File: src/rtl/regfile_writeback_pkg.sv
`default_nettype none
// ============================================================================
// Module   : regfile_writeback_pkg
// Purpose  : Shared constants for the register-file writeback queue.
// Revision : 1.0
// ============================================================================
package regfile_writeback_pkg;

  localparam int C_DEPTH_DEF = 4;
  localparam int C_AW_DEF    = 5;
  localparam int C_DW_DEF    = 32;

  // $zero is hard-wired in the register file and must never be written.
  localparam logic [4:0] REG_ZERO = 5'd0;

endpackage
`default_nettype wire

File: src/rtl/regfile_writeback_if.sv
`default_nettype none
// ============================================================================
// Module   : regfile_writeback_if
// Purpose  : Result inputs, register-file write port and bypass lookup bundle.
// Revision : 1.0
// ============================================================================
interface regfile_writeback_if
  import regfile_writeback_pkg::*;
#(
  parameter int AW = C_AW_DEF,
  parameter int DW = C_DW_DEF
);

  logic          MemValid;
  logic [AW-1:0] MemReg;
  logic [DW-1:0] MemData;
  logic          AluValid;
  logic [AW-1:0] AluReg;
  logic [DW-1:0] AluData;
  logic          InReady;
  logic          Write1;
  logic [AW-1:0] WriteReg1;
  logic [DW-1:0] WriteData1;
  logic [AW-1:0] RegA1;
  logic [AW-1:0] RegB1;
  logic [AW-1:0] RegC1;
  logic          HitA;
  logic          HitB;
  logic          HitC;
  logic [DW-1:0] BypA;
  logic [DW-1:0] BypB;
  logic [DW-1:0] BypC;
  logic          Overflow;

  modport master (
    output MemValid, MemReg, MemData, AluValid, AluReg, AluData,
    output RegA1, RegB1, RegC1,
    input  InReady, Write1, WriteReg1, WriteData1,
    input  HitA, HitB, HitC, BypA, BypB, BypC, Overflow
  );

  modport slave (
    input  MemValid, MemReg, MemData, AluValid, AluReg, AluData,
    input  RegA1, RegB1, RegC1,
    output InReady, Write1, WriteReg1, WriteData1,
    output HitA, HitB, HitC, BypA, BypB, BypC, Overflow
  );

endinterface
`default_nettype wire

File: src/rtl/regfile_writeback_wb_fifo.sv
`default_nettype none
// ============================================================================
// Module   : wb_fifo
// Purpose  : Circular buffer with 0-2 pushes and 0-1 pop per cycle; exposes
//            storage, head and count for the bypass search.
// Revision : 1.0
// ============================================================================
module wb_fifo #(
  parameter int DEPTH = 4,
  parameter int W     = 37,
  parameter int PW    = $clog2(DEPTH),
  parameter int CW    = PW + 1
) (
  input  logic          CLK,
  input  logic          RESET,
  input  logic [1:0]    i_push_cnt,
  input  logic [W-1:0]  i_push_data0,
  input  logic [W-1:0]  i_push_data1,
  input  logic          i_pop,
  output logic [W-1:0]  o_entries [DEPTH],
  output logic [PW-1:0] o_head,
  output logic [CW-1:0] o_count
);

  logic [W-1:0]  mem_q [DEPTH];
  logic [W-1:0]  mem_d [DEPTH];
  logic [PW-1:0] head_q, head_d;
  logic [PW-1:0] tail_q, tail_d;
  logic [CW-1:0] count_q, count_d;

  always_comb begin
    mem_d = mem_q;
    if (i_push_cnt != 2'd0) begin
      mem_d[tail_q] = i_push_data0;
    end
    // Second push lands in the slot after the first; pointer wraps with DEPTH a power of 2.
    if (i_push_cnt == 2'd2) begin
      mem_d[tail_q + PW'(1)] = i_push_data1;
    end
    tail_d  = tail_q + PW'(i_push_cnt);
    head_d  = i_pop ? head_q + PW'(1) : head_q;
    count_d = count_q + CW'(i_push_cnt) - CW'(i_pop);
  end

  always_ff @(posedge CLK or posedge RESET) begin
    if (RESET) begin
      head_q  <= '0;
      tail_q  <= '0;
      count_q <= '0;
      for (int i = 0; i < DEPTH; i++) begin
        mem_q[i] <= '0;
      end
    end else begin
      head_q  <= head_d;
      tail_q  <= tail_d;
      count_q <= count_d;
      mem_q   <= mem_d;
    end
  end

  assign o_entries = mem_q;
  assign o_head    = head_q;
  assign o_count   = count_q;

endmodule
`default_nettype wire

File: src/rtl/regfile_writeback.sv
`default_nettype none
// ============================================================================
// Module   : regfile_writeback
// Purpose  : Orders ALU/load results into a queue feeding the single
//            register-file write port, with 3-way bypass lookup.
// Revision : 1.0
// ============================================================================
module regfile_writeback
  import regfile_writeback_pkg::*;
#(
  parameter int DEPTH = C_DEPTH_DEF,
  parameter int AW    = C_AW_DEF,
  parameter int DW    = C_DW_DEF
) (
  input  logic               CLK,
  input  logic               RESET,
  regfile_writeback_if.slave bus
);

  localparam int              PW      = $clog2(DEPTH);
  localparam int              CW      = PW + 1;
  localparam int              EW      = AW + DW;
  localparam logic [CW-1:0]   C_DEPTH = CW'(DEPTH);
  localparam logic [AW-1:0]   C_ZERO  = AW'(REG_ZERO);

  logic [EW-1:0] w_entries [DEPTH];
  logic [PW-1:0] w_head;
  logic [CW-1:0] w_count;
  logic          w_in_ready;
  logic          w_mem_take;
  logic          w_alu_take;
  logic          w_pop;
  logic [1:0]    w_push_cnt;
  logic [EW-1:0] w_push0;
  logic [EW-1:0] w_push1;

  logic          write_q, write_d;
  logic [AW-1:0] wreg_q, wreg_d;
  logic [DW-1:0] wdata_q, wdata_d;
  logic          overflow_q, overflow_d;

  logic [PW-1:0] w_slot [DEPTH];
  logic          w_live [DEPTH];
  logic [AW-1:0] w_query [3];
  logic          w_hit [3];
  logic [DW-1:0] w_byp [3];

  // Readiness comes only from the registered count, never from the Valid inputs.
  assign w_in_ready = (C_DEPTH - w_count) >= CW'(2);

  always_comb begin
    w_mem_take = bus.MemValid && w_in_ready && (bus.MemReg != C_ZERO);
    w_alu_take = bus.AluValid && w_in_ready && (bus.AluReg != C_ZERO);
    // The load is the older instruction, so it takes the first slot when present.
    w_push0    = w_mem_take ? {bus.MemReg, bus.MemData} : {bus.AluReg, bus.AluData};
    w_push1    = {bus.AluReg, bus.AluData};
    w_push_cnt = {1'b0, w_mem_take} + {1'b0, w_alu_take};
    w_pop      = (w_count != '0);
  end

  wb_fifo #(
    .DEPTH (DEPTH),
    .W     (EW)
  ) u_fifo (
    .CLK          (CLK),
    .RESET        (RESET),
    .i_push_cnt   (w_push_cnt),
    .i_push_data0 (w_push0),
    .i_push_data1 (w_push1),
    .i_pop        (w_pop),
    .o_entries    (w_entries),
    .o_head       (w_head),
    .o_count      (w_count)
  );

  always_comb begin
    write_d    = w_pop;
    wreg_d     = wreg_q;
    wdata_d    = wdata_q;
    if (w_pop) begin
      {wreg_d, wdata_d} = w_entries[w_head];
    end
    overflow_d = overflow_q || ((bus.MemValid || bus.AluValid) && !w_in_ready);
  end

  always_ff @(posedge CLK or posedge RESET) begin
    if (RESET) begin
      write_q    <= 1'b0;
      wreg_q     <= '0;
      wdata_q    <= '0;
      overflow_q <= 1'b0;
    end else begin
      write_q    <= write_d;
      wreg_q     <= wreg_d;
      wdata_q    <= wdata_d;
      overflow_q <= overflow_d;
    end
  end

  always_comb begin
    for (int i = 0; i < DEPTH; i++) begin
      w_slot[i] = w_head + PW'(i);
      w_live[i] = CW'(i) < w_count;
    end
  end

  assign w_query[0] = bus.RegA1;
  assign w_query[1] = bus.RegB1;
  assign w_query[2] = bus.RegC1;

  // Scan oldest to youngest so the last match (youngest write) wins.
  always_comb begin
    for (int q = 0; q < 3; q++) begin
      w_hit[q] = 1'b0;
      w_byp[q] = '0;
      if (w_query[q] != C_ZERO) begin
        if (write_q && (wreg_q == w_query[q])) begin
          w_hit[q] = 1'b1;
          w_byp[q] = wdata_q;
        end
        for (int i = 0; i < DEPTH; i++) begin
          if (w_live[i] && (w_entries[w_slot[i]][EW-1:DW] == w_query[q])) begin
            w_hit[q] = 1'b1;
            w_byp[q] = w_entries[w_slot[i]][DW-1:0];
          end
        end
      end
    end
  end

  assign bus.InReady    = w_in_ready;
  assign bus.Write1     = write_q;
  assign bus.WriteReg1  = wreg_q;
  assign bus.WriteData1 = wdata_q;
  assign bus.Overflow   = overflow_q;
  assign bus.HitA       = w_hit[0];
  assign bus.HitB       = w_hit[1];
  assign bus.HitC       = w_hit[2];
  assign bus.BypA       = w_byp[0];
  assign bus.BypB       = w_byp[1];
  assign bus.BypC       = w_byp[2];

endmodule
`default_nettype wire

File: src/flat_wrapper.sv
// flat-port wrapper written by rule: the top's interface ports become plain ports
module regfile_writeback_flat import regfile_writeback_pkg::*;
#(
  parameter int DEPTH = C_DEPTH_DEF,
  parameter int AW    = C_AW_DEF,
  parameter int DW    = C_DW_DEF
)
  (CLK, RESET, bus_MemValid, bus_MemReg, bus_MemData, bus_AluValid, bus_AluReg, bus_AluData, bus_RegA1, bus_RegB1, bus_RegC1, bus_InReady, bus_Write1, bus_WriteReg1, bus_WriteData1, bus_HitA, bus_HitB, bus_HitC, bus_BypA, bus_BypB, bus_BypC, bus_Overflow);
  regfile_writeback_if #(.AW(AW), .DW(DW)) bus_i ();
  input  logic CLK;
  input  logic RESET;
  input wire logic [$bits(bus_i.MemValid)-1:0] bus_MemValid;
  input wire logic [$bits(bus_i.MemReg)-1:0] bus_MemReg;
  input wire logic [$bits(bus_i.MemData)-1:0] bus_MemData;
  input wire logic [$bits(bus_i.AluValid)-1:0] bus_AluValid;
  input wire logic [$bits(bus_i.AluReg)-1:0] bus_AluReg;
  input wire logic [$bits(bus_i.AluData)-1:0] bus_AluData;
  input wire logic [$bits(bus_i.RegA1)-1:0] bus_RegA1;
  input wire logic [$bits(bus_i.RegB1)-1:0] bus_RegB1;
  input wire logic [$bits(bus_i.RegC1)-1:0] bus_RegC1;
  output wire logic [$bits(bus_i.InReady)-1:0] bus_InReady;
  output wire logic [$bits(bus_i.Write1)-1:0] bus_Write1;
  output wire logic [$bits(bus_i.WriteReg1)-1:0] bus_WriteReg1;
  output wire logic [$bits(bus_i.WriteData1)-1:0] bus_WriteData1;
  output wire logic [$bits(bus_i.HitA)-1:0] bus_HitA;
  output wire logic [$bits(bus_i.HitB)-1:0] bus_HitB;
  output wire logic [$bits(bus_i.HitC)-1:0] bus_HitC;
  output wire logic [$bits(bus_i.BypA)-1:0] bus_BypA;
  output wire logic [$bits(bus_i.BypB)-1:0] bus_BypB;
  output wire logic [$bits(bus_i.BypC)-1:0] bus_BypC;
  output wire logic [$bits(bus_i.Overflow)-1:0] bus_Overflow;
  assign bus_i.MemValid = bus_MemValid;
  assign bus_i.MemReg = bus_MemReg;
  assign bus_i.MemData = bus_MemData;
  assign bus_i.AluValid = bus_AluValid;
  assign bus_i.AluReg = bus_AluReg;
  assign bus_i.AluData = bus_AluData;
  assign bus_i.RegA1 = bus_RegA1;
  assign bus_i.RegB1 = bus_RegB1;
  assign bus_i.RegC1 = bus_RegC1;
  assign bus_InReady = bus_i.InReady;
  assign bus_Write1 = bus_i.Write1;
  assign bus_WriteReg1 = bus_i.WriteReg1;
  assign bus_WriteData1 = bus_i.WriteData1;
  assign bus_HitA = bus_i.HitA;
  assign bus_HitB = bus_i.HitB;
  assign bus_HitC = bus_i.HitC;
  assign bus_BypA = bus_i.BypA;
  assign bus_BypB = bus_i.BypB;
  assign bus_BypC = bus_i.BypC;
  assign bus_Overflow = bus_i.Overflow;
  regfile_writeback #(.DEPTH(DEPTH), .AW(AW), .DW(DW)) u_core (.CLK(CLK), .RESET(RESET), .bus(bus_i));
endmodule
File: config.mk
export PLATFORM = sky130hd
export DESIGN_NAME = regfile_writeback_flat
export DESIGN_NICKNAME = d
export VERILOG_FILES = /design/src/rtl/regfile_writeback_pkg.sv /design/src/rtl/regfile_writeback_if.sv /design/src/rtl/regfile_writeback_wb_fifo.sv /design/src/rtl/regfile_writeback.sv /design/src/flat_wrapper.sv
export SDC_FILE = /design/constraint.sdc
export NUM_CORES = 1
export LEC_CHECK = 0
export CELL_PAD_IN_SITES_DETAIL_PLACEMENT = 0
export CELL_PAD_IN_SITES_GLOBAL_PLACEMENT = 1
export CORE_UTILIZATION = 46
export CTS_CLUSTER_SIZE = 28
export DETAILED_ROUTE_END_ITERATION = 10
export PLACE_DENSITY_LB_ADDON = 0.1
export RECOVER_POWER = 50
export SYNTH_ARGS = -nofsm -noshare
export SYNTH_HDL_FRONTEND = slang
export SYNTH_SLANG_ARGS = --single-unit
File: constraint.sdc
create_clock -name CLK -period 9.2 [get_ports CLK]
set_input_delay 1.38 -clock CLK [delete_from_list [all_inputs] [get_ports CLK]]
set_output_delay 1.38 -clock CLK [all_outputs]
set_load 0.005 [all_outputs]
==> impl_metrics.py, run 1 <==
metrics = {
    "outcome": {
        "status": "complete, but fails checks",
        "violations": "max-capacitance violations, max-slew violations",
    },
    "global_route": {
        "track_usage_pct": 38.2,
        "grt_pass1_vias": 17600,
        "grt_max_degree": 93,
        "antenna_found_initial": 0,
        "overflow": 0,
        "grt_pass1_wl_um": 111000,
    },
    "routing": {
        "drc": 0,
        "wl_per_cell_um": 28.7,
        "route.antenna.remaining_nets": 0,
        "vias_per_cell": 7.09,
        "num_vias": 18200,
        "wl_um": 73800,
        "drt_iter0_drc": 2387,
        "drt_pass1_iterations": 6,
    },
    "clock_tree": {
        "hold_buffers": 0,
        "cts_resized": 0,
        "cts_buffers": 17,
        "clk_path_buf_depth": 2,
        "clk_latency_ns": 0.47,
        "clk_pin_slew_ns": 0.09,
        "root_buffer": "clkbuf_16",
        "clock_sinks": 194,
        "postCtsSetupBuffers": 0,
        "cts_tree": "built",
        "htree_levels": 4,
    },
    "critical_path": {
        "crit_slowest_cell": "nor3_4",
        "startpoint": "u_core.u_fifo.o_head[0]",
        "critPathMaxFanout": 55,
        "critPathTopFamily": "simple AND/OR/NAND/NOR gates",
        "r2r_end": "u_core.u_fifo.o_head[1]",
        "critical_path_required_ns": 7.82,
        "critical_path_cell_count": 8,
        "worst-path-buf-inv": 2,
        "setup.worst_path.class": "reg2out",
        "ff2ff_setup_slack_ns": 4.81,
        "critPathCapture": "bus_BypA[11]",
        "crit_path_end_kind": "output pin",
        "arrival_ns": 5.61,
        "ff2ff_path_depth": 7,
        "path_cells": "mux4_2, xor2_1, or4_1, nor3_4, buf_4, a221oi_1, o31ai_1, clkdlybuf4s50_1",
        "critPathLaunchType": "flip-flop",
        "reg2reg_from": "u_core.u_fifo.o_count[1]",
        "cpPeakStageDelay_ns": 1.03,
    },
    "synthesis": {
        "synthFlopType": "dfrtp_1",
        "ys_warn_count": 0,
        "synth_fp_nets": 2109,
        "synth-edff-count": 0,
        "synth_seq_cells": 194,
        "synthArstFlopShare_pct": 100,
        "syn-cell-area_um2": 17300,
        "avgSynthCellArea_um2": 8.62,
        "ys_seq_area_share_pct": 28.1,
        "ys_types": 62,
        "synth_top_area_cell": "dfrtp_1",
        "yosys-top-cells-area": "dfrtp_1, mux4_2, mux2i_1",
        "synth_cells": 2005,
        "yosysTopAreaCellShare_pct": 28.1,
    },
    "final_layout": {
        "area.sequential_um2": 4860,
        "syn2layout_area_growth_pct": 17.4,
        "nFillCells": 3426,
        "final_layout_size_suffix_gt1_share_pct": 10.8,
        "antenna_cells": 0,
        "final_area_um2": 20300,
        "multi_input_area_um2": 11300,
        "layout.nets": 2192,
    },
    "power_and_ir_drop": {
        "p_leak_nw": 7.81,
        "power_density_nw_per_um2": 470,
        "ir_drop_mv": 0.233,
    },
    "timing": {
        "timing.setup.tns_ns": 0,
        "relSlewSlack_pct": -187,
        "setup_viol": 0,
        "min_period_over_period_pct": 76.0,
        "hold_ws_ns": 0.478,
        "final-max-slew-violation-count": 279,
        "final_hold_viol_count": 0,
        "finClkSkew_ns": 0.0128,
        "finalCriticalPeriod_ns": 6.99,
        "rsz0062_at_grt": "false",
        "worst_slew_pin_slew_ns": 4.28,
        "timing.fmax_ghz": 0.143,
    },
    "flow_run": {
        "max_cap_viol_count": 5,
    },
    "die": {
        "rows": 70,
        "dieArea_um2": 38400,
        "die_height_um": 196,
        "ioPinCount": 232,
        "fp.dieW_um": 196,
        "start_util_pct": 47.0,
        "core_area_um2": 36800,
    },
    "place": {
        "hpwl_um": 44600,
        "port_buffers": 231,
        "gp_congestion": 0.899,
        "placed_area_um2": 19700,
    },
    "worst_hold_path": {
        "hp-class": "reg2reg",
    },
}
-- flip-flops by register name, indices dropped and copies added (netlist names) --
register / count
u_core.bus.Overflow: 1
u_core.u_fifo.tail_q: 2
u_core.u_fifo.o_count: 3
u_core.bus.WriteData1: 32
u_core.bus.Write1: 1
u_core.u_fifo.o_head: 2
u_core.u_fifo.o_entries: 148
u_core.bus.WriteReg1: 5
-- power breakdown --
group / leakage (nW) / switching, mW / internal (mW) / total [mW]
Sequential: 2.14 / 0.640 / 1.31 / 1.95
Clock: 0.288 / 0.414 / 0.366 / 0.779
Combinational: 5.38 / 3.76 / 3.04 / 6.81
Total: 7.81 / 4.82 / 4.72 / 9.53
-- worst register-to-register path: cells and delay by family (launching register included) --
kind                       cells  cell delay, ns
adders and majority gates      2            1.10
DFF                            1            0.44
and+or+nand+nor                1            0.21
buffers and inverters          3            2.30
xor gates and xnor gates       1            0.21
-- how the worst min path moves through the flow --
stage / startpoint / end / slack [ns] / cells past startpoint
3_3_place_gp: u_core.bus.Overflow / u_core.bus.Overflow / 0.46 / 1
5_1_grt: u_core.bus.Overflow / u_core.bus.Overflow / 0.50 / 1
4_1_cts: u_core.bus.Overflow / u_core.bus.Overflow / 0.49 / 1
3_5_place_dp: u_core.bus.Overflow / u_core.bus.Overflow / 0.46 / 1
6_report: u_core.bus.Overflow / u_core.bus.Overflow / 0.48 / 1
2_1_floorplan: u_core.bus.Overflow / u_core.bus.Overflow / 0.47 / 1
-- placed cells by master, fill, tap and decap left out, types with 33 or more instances in the layout --
master             n
nor2_1           216
dfrtp_1          192
clkdlybuf4s50_1  190
a21oi_1          181
nand2_1          171
o22ai_1          146
mux2i_1          112
mux4_2            80
inv_1             73
a221oi_1          64
o31ai_1           64
buf_4             49
dlygate4sd3_1     41
and2_1            39
xnor2_1           36
nand3_1           36
or3_1             35
xor2_1            34
and3_1            34
o32ai_1           34
mux2_2            33
a32oi_1           33
-- kinds of logic after synthesis --
| logic type | Yosys count | synth area share [%] |
|---|---|---|
| and+or+nand+nor | 581 | 15.3 |
| muxes | 229 | 19.7 |
| xor gates and xnor gates | 72 | 3.69 |
| AOI/OAI and AO/OA | 624 | 24.9 |
| buffers and inverters | 294 | 7.52 |
| adders and majority gates | 11 | 0.840 |
| DFF | 194 | 28.1 |
-- cells in the mapped netlist, types with 36 or more instances --
library cell,count
nor2_1,219
inv_1,74
o31ai_1,64
o22ai_1,146
dfrtp_1,194
and2_1,39
a21oi_1,185
nand3_1,37
buf_2,62
a221oi_1,64
nand2_1,171
mux2i_1,112
mux4_2,80
xnor2_1,36
clkbuf_1,134
-- metal layers --
layer  share of wire [%]  track usage (%)  vias to the layer above
li1                    -                -                     7770
met1                  39             49.9                     8851
met2                  46             60.1                     1342
met3                  11             8.85                      249
met4                 4.2             18.0                        0
met5                   0                0                        -
-- through the flow --
| step | power [mW] | util [%] | std cells | setup slack, ns |
|---|---|---|---|---|
| finish | 9.53 | 55.2 | 2569 | 2.21 |
| global route | 10.1 | 55.2 | 2569 | 1.15 |
| CTS | 9.38 | 55.2 | 2569 | 2.39 |
| detailed placement | 8.58 | 53.6 | 2537 | 2.43 |
| global placement | 8.44 | 53.6 | 2537 | 2.43 |
| floorplan | 6.12 | - | 2005 | 2.54 |
-- area by class of cell --
type,count,area share (%)
flip-flops and latches,194,24.0
multi-input cells,1517,55.6
clock buffers,18,2.11
clock inverters,14,0.795
well taps,468,2.88
inverters,75,1.39
repair buffers,283,13.3
(Power assumes the default switching activity.)
==> run 2: changes to the inputs <==
--- a/config.mk
+++ b/config.mk
@@ -7,7 +7,7 @@
 export LEC_CHECK = 0
 export CELL_PAD_IN_SITES_DETAIL_PLACEMENT = 0
 export CELL_PAD_IN_SITES_GLOBAL_PLACEMENT = 1
-export CORE_UTILIZATION = 46
+export CORE_UTILIZATION = 43
 export CTS_CLUSTER_SIZE = 28
 export DETAILED_ROUTE_END_ITERATION = 10
 export PLACE_DENSITY_LB_ADDON = 0.1
==> constraint.sdc (replaced) <==
create_clock -name CLK -period 6.78 [get_ports CLK]
set_input_delay 1.017 -clock CLK [delete_from_list [all_inputs] [get_ports CLK]]
set_output_delay 1.017 -clock CLK [all_outputs]
set_load 0.005 [all_outputs]
==> run 2 against run 1 <==
Net effect:
- sequential share of layout area shrank 0.26 points
- register-to-register slack lost 2.6 ns
- core utilization shrank 3.5 points
- critical path type unchanged
- clock power grew 48%
- the run still ends with max-capacitance violations, max-slew violations left
- via count grew 1.6%
==> impl_metrics.py, run 2 (same netlist as run 1, synthesis figures left out) <==
metrics = {
    "place": {
        "placed_area_um2": 19900,
        "port_buffers": 231,
        "hpwl_um": 49200,
        "gp_congestion": 0.976,
    },
    "routing": {
        "drc": 0,
        "num_vias": 18500,
        "vias_per_cell": 7.00,
        "route.antenna.remaining_nets": 0,
        "drt_iter0_drc": 2027,
        "wl_per_cell_um": 30.3,
        "drt_pass1_iterations": 6,
        "wl_um": 80100,
    },
    "power_and_ir_drop": {
        "power_density_nw_per_um2": 647,
        "p_leak_nw": 7.90,
        "ir_drop_mv": 0.466,
        "finalPower_mw": 13.3,
    },
    "global_route": {
        "antenna_found_initial": 2,
        "overflow": 0,
        "grt_max_degree": 98,
        "grt_pass1_vias": 18500,
        "grt_pass1_wl_um": 119000,
        "track_usage_pct": 39.2,
    },
    "final_layout": {
        "fin_util_pct": 51.7,
        "largest_reg_flops": 148,
        "final_area_um2": 20500,
        "nFillCells": 3767,
        "final_cell_mix": "nor2_1, dfrtp_1, clkdlybuf4s50_1",
        "syn2layout_area_growth_pct": 18.7,
        "layout.nets": 2207,
        "final_layout_size_suffix_gt1_share_pct": 11.4,
        "final_common_cell": "nor2_1",
    },
    "clock_tree": {
        "cts_buffers": 17,
        "cts_resized": 0,
        "htree_levels": 4,
        "clk_pin_slew_ns": 0.08,
        "hold_buffers": 0,
        "clk_latency_ns": 0.51,
        "root_buffer": "clkbuf_16",
        "cts_tree": "built",
        "clock_sinks": 194,
        "clk_path_buf_depth": 2,
        "postCtsSetupBuffers": 0,
    },
    "timing": {
        "relSlewSlack_pct": -181,
        "setup_viol": 0,
        "final-max-slew-violation-count": 138,
        "timing.fmax_ghz": 0.163,
        "finClkSkew_ns": 0.00683,
        "final_hold_viol_count": 0,
        "rsz0062_at_grt": "false",
        "finalCriticalPeriod_ns": 6.15,
        "worst_slew_pin_slew_ns": 4.22,
        "min_period_over_period_pct": 90.7,
        "hold_ws_ns": 0.492,
        "timing.setup.tns_ns": 0,
    },
    "die": {
        "dieArea_um2": 41000,
        "rows": 73,
        "start_util_pct": 43.5,
        "ioPinCount": 232,
        "die_height_um": 203,
        "core_area_um2": 39700,
        "fp.dieW_um": 203,
    },
    "worst_hold_path": {
        "hp-class": "reg2reg",
    },
    "critical_path": {
        "path_cells": "buf_4, buf_4, mux2i_1, mux2i_1, and2_1, and3_1, o32ai_1, o221ai_1, clkdlybuf4s50_1",
        "critPathTopFamily": "buffers and inverters",
        "critical_path_required_ns": 5.76,
        "critPathMaxFanout": 69,
        "critPathLaunchType": "flip-flop",
        "worst-path-buf-inv": 3,
        "arrival_ns": 5.13,
        "setup.worst_path.class": "reg2out",
        "crit_slowest_cell": "buf_4",
        "cpPeakStageDelay_ns": 0.99,
        "crit_path_end_kind": "output pin",
    },
    "outcome": {
        "status": "complete, but fails checks",
        "violations": "max-capacitance violations, max-slew violations",
    },
    "flow_run": {
        "max_cap_viol_count": 2,
    },
}
==> run 2: power by group <==
part           switching (mW)  total, mW  internal, mW
sequential              0.826       2.60          1.77
clock                   0.543       1.15         0.606
combinational            5.37       9.53          4.16
==> run 2: layout make-up <==
cell class,count,area (µm²),share of cell area (%)
inverters,75,282,1.37
flip-flops and latches,194,4860,23.7
clock inverters,13,170,0.829
diodes,2,5.00,0.0244
well taps,525,657,3.20
repair buffers,298,2800,13.6
multi-input cells,1517,11300,55.0
clock buffers,19,453,2.21
==> run 2: final timing paths <==
path	from	end	slack (ns)	cells after the start
hold reg to reg	u_core.bus.Overflow	u_core.bus.Overflow	0.49	1
hold / removal	u_core.bus.Overflow	u_core.bus.Overflow	0.49	1
setup / recovery	u_core.u_fifo.o_head[0]	bus_BypC[1]	0.63	9
max in group asynchronous	RESET	u_core.u_fifo.o_head[0]	1.25	2
min in group asynchronous	RESET	u_core.u_fifo.o_count[0]	2.54	2
setup reg to reg	u_core.u_fifo.o_count[2]	u_core.u_fifo.o_entries[129]	2.22	12
==> run 2: routing by layer <==
layer / share of wire (%) / track usage (%) / wire length (µm)
met5: 0 / 0 / 0
met3: 11 / 11.5 / 9120
met2: 45 / 60.2 / 36000
met4: 5.3 / 22.6 / 4270
met1: 38 / 49.1 / 30700
==> run 2: stage by stage <==
| step | instances | setup WS, ns |
|---|---|---|
| after floorplan | 2005 | 0.479 |
| after global placement | 2609 | 1.14 |
| after detailed placement | 2609 | 1.16 |
| after CTS | 2641 | 0.678 |
| after global routing | 2643 | 0.359 |
| final | 2643 | 0.630 |
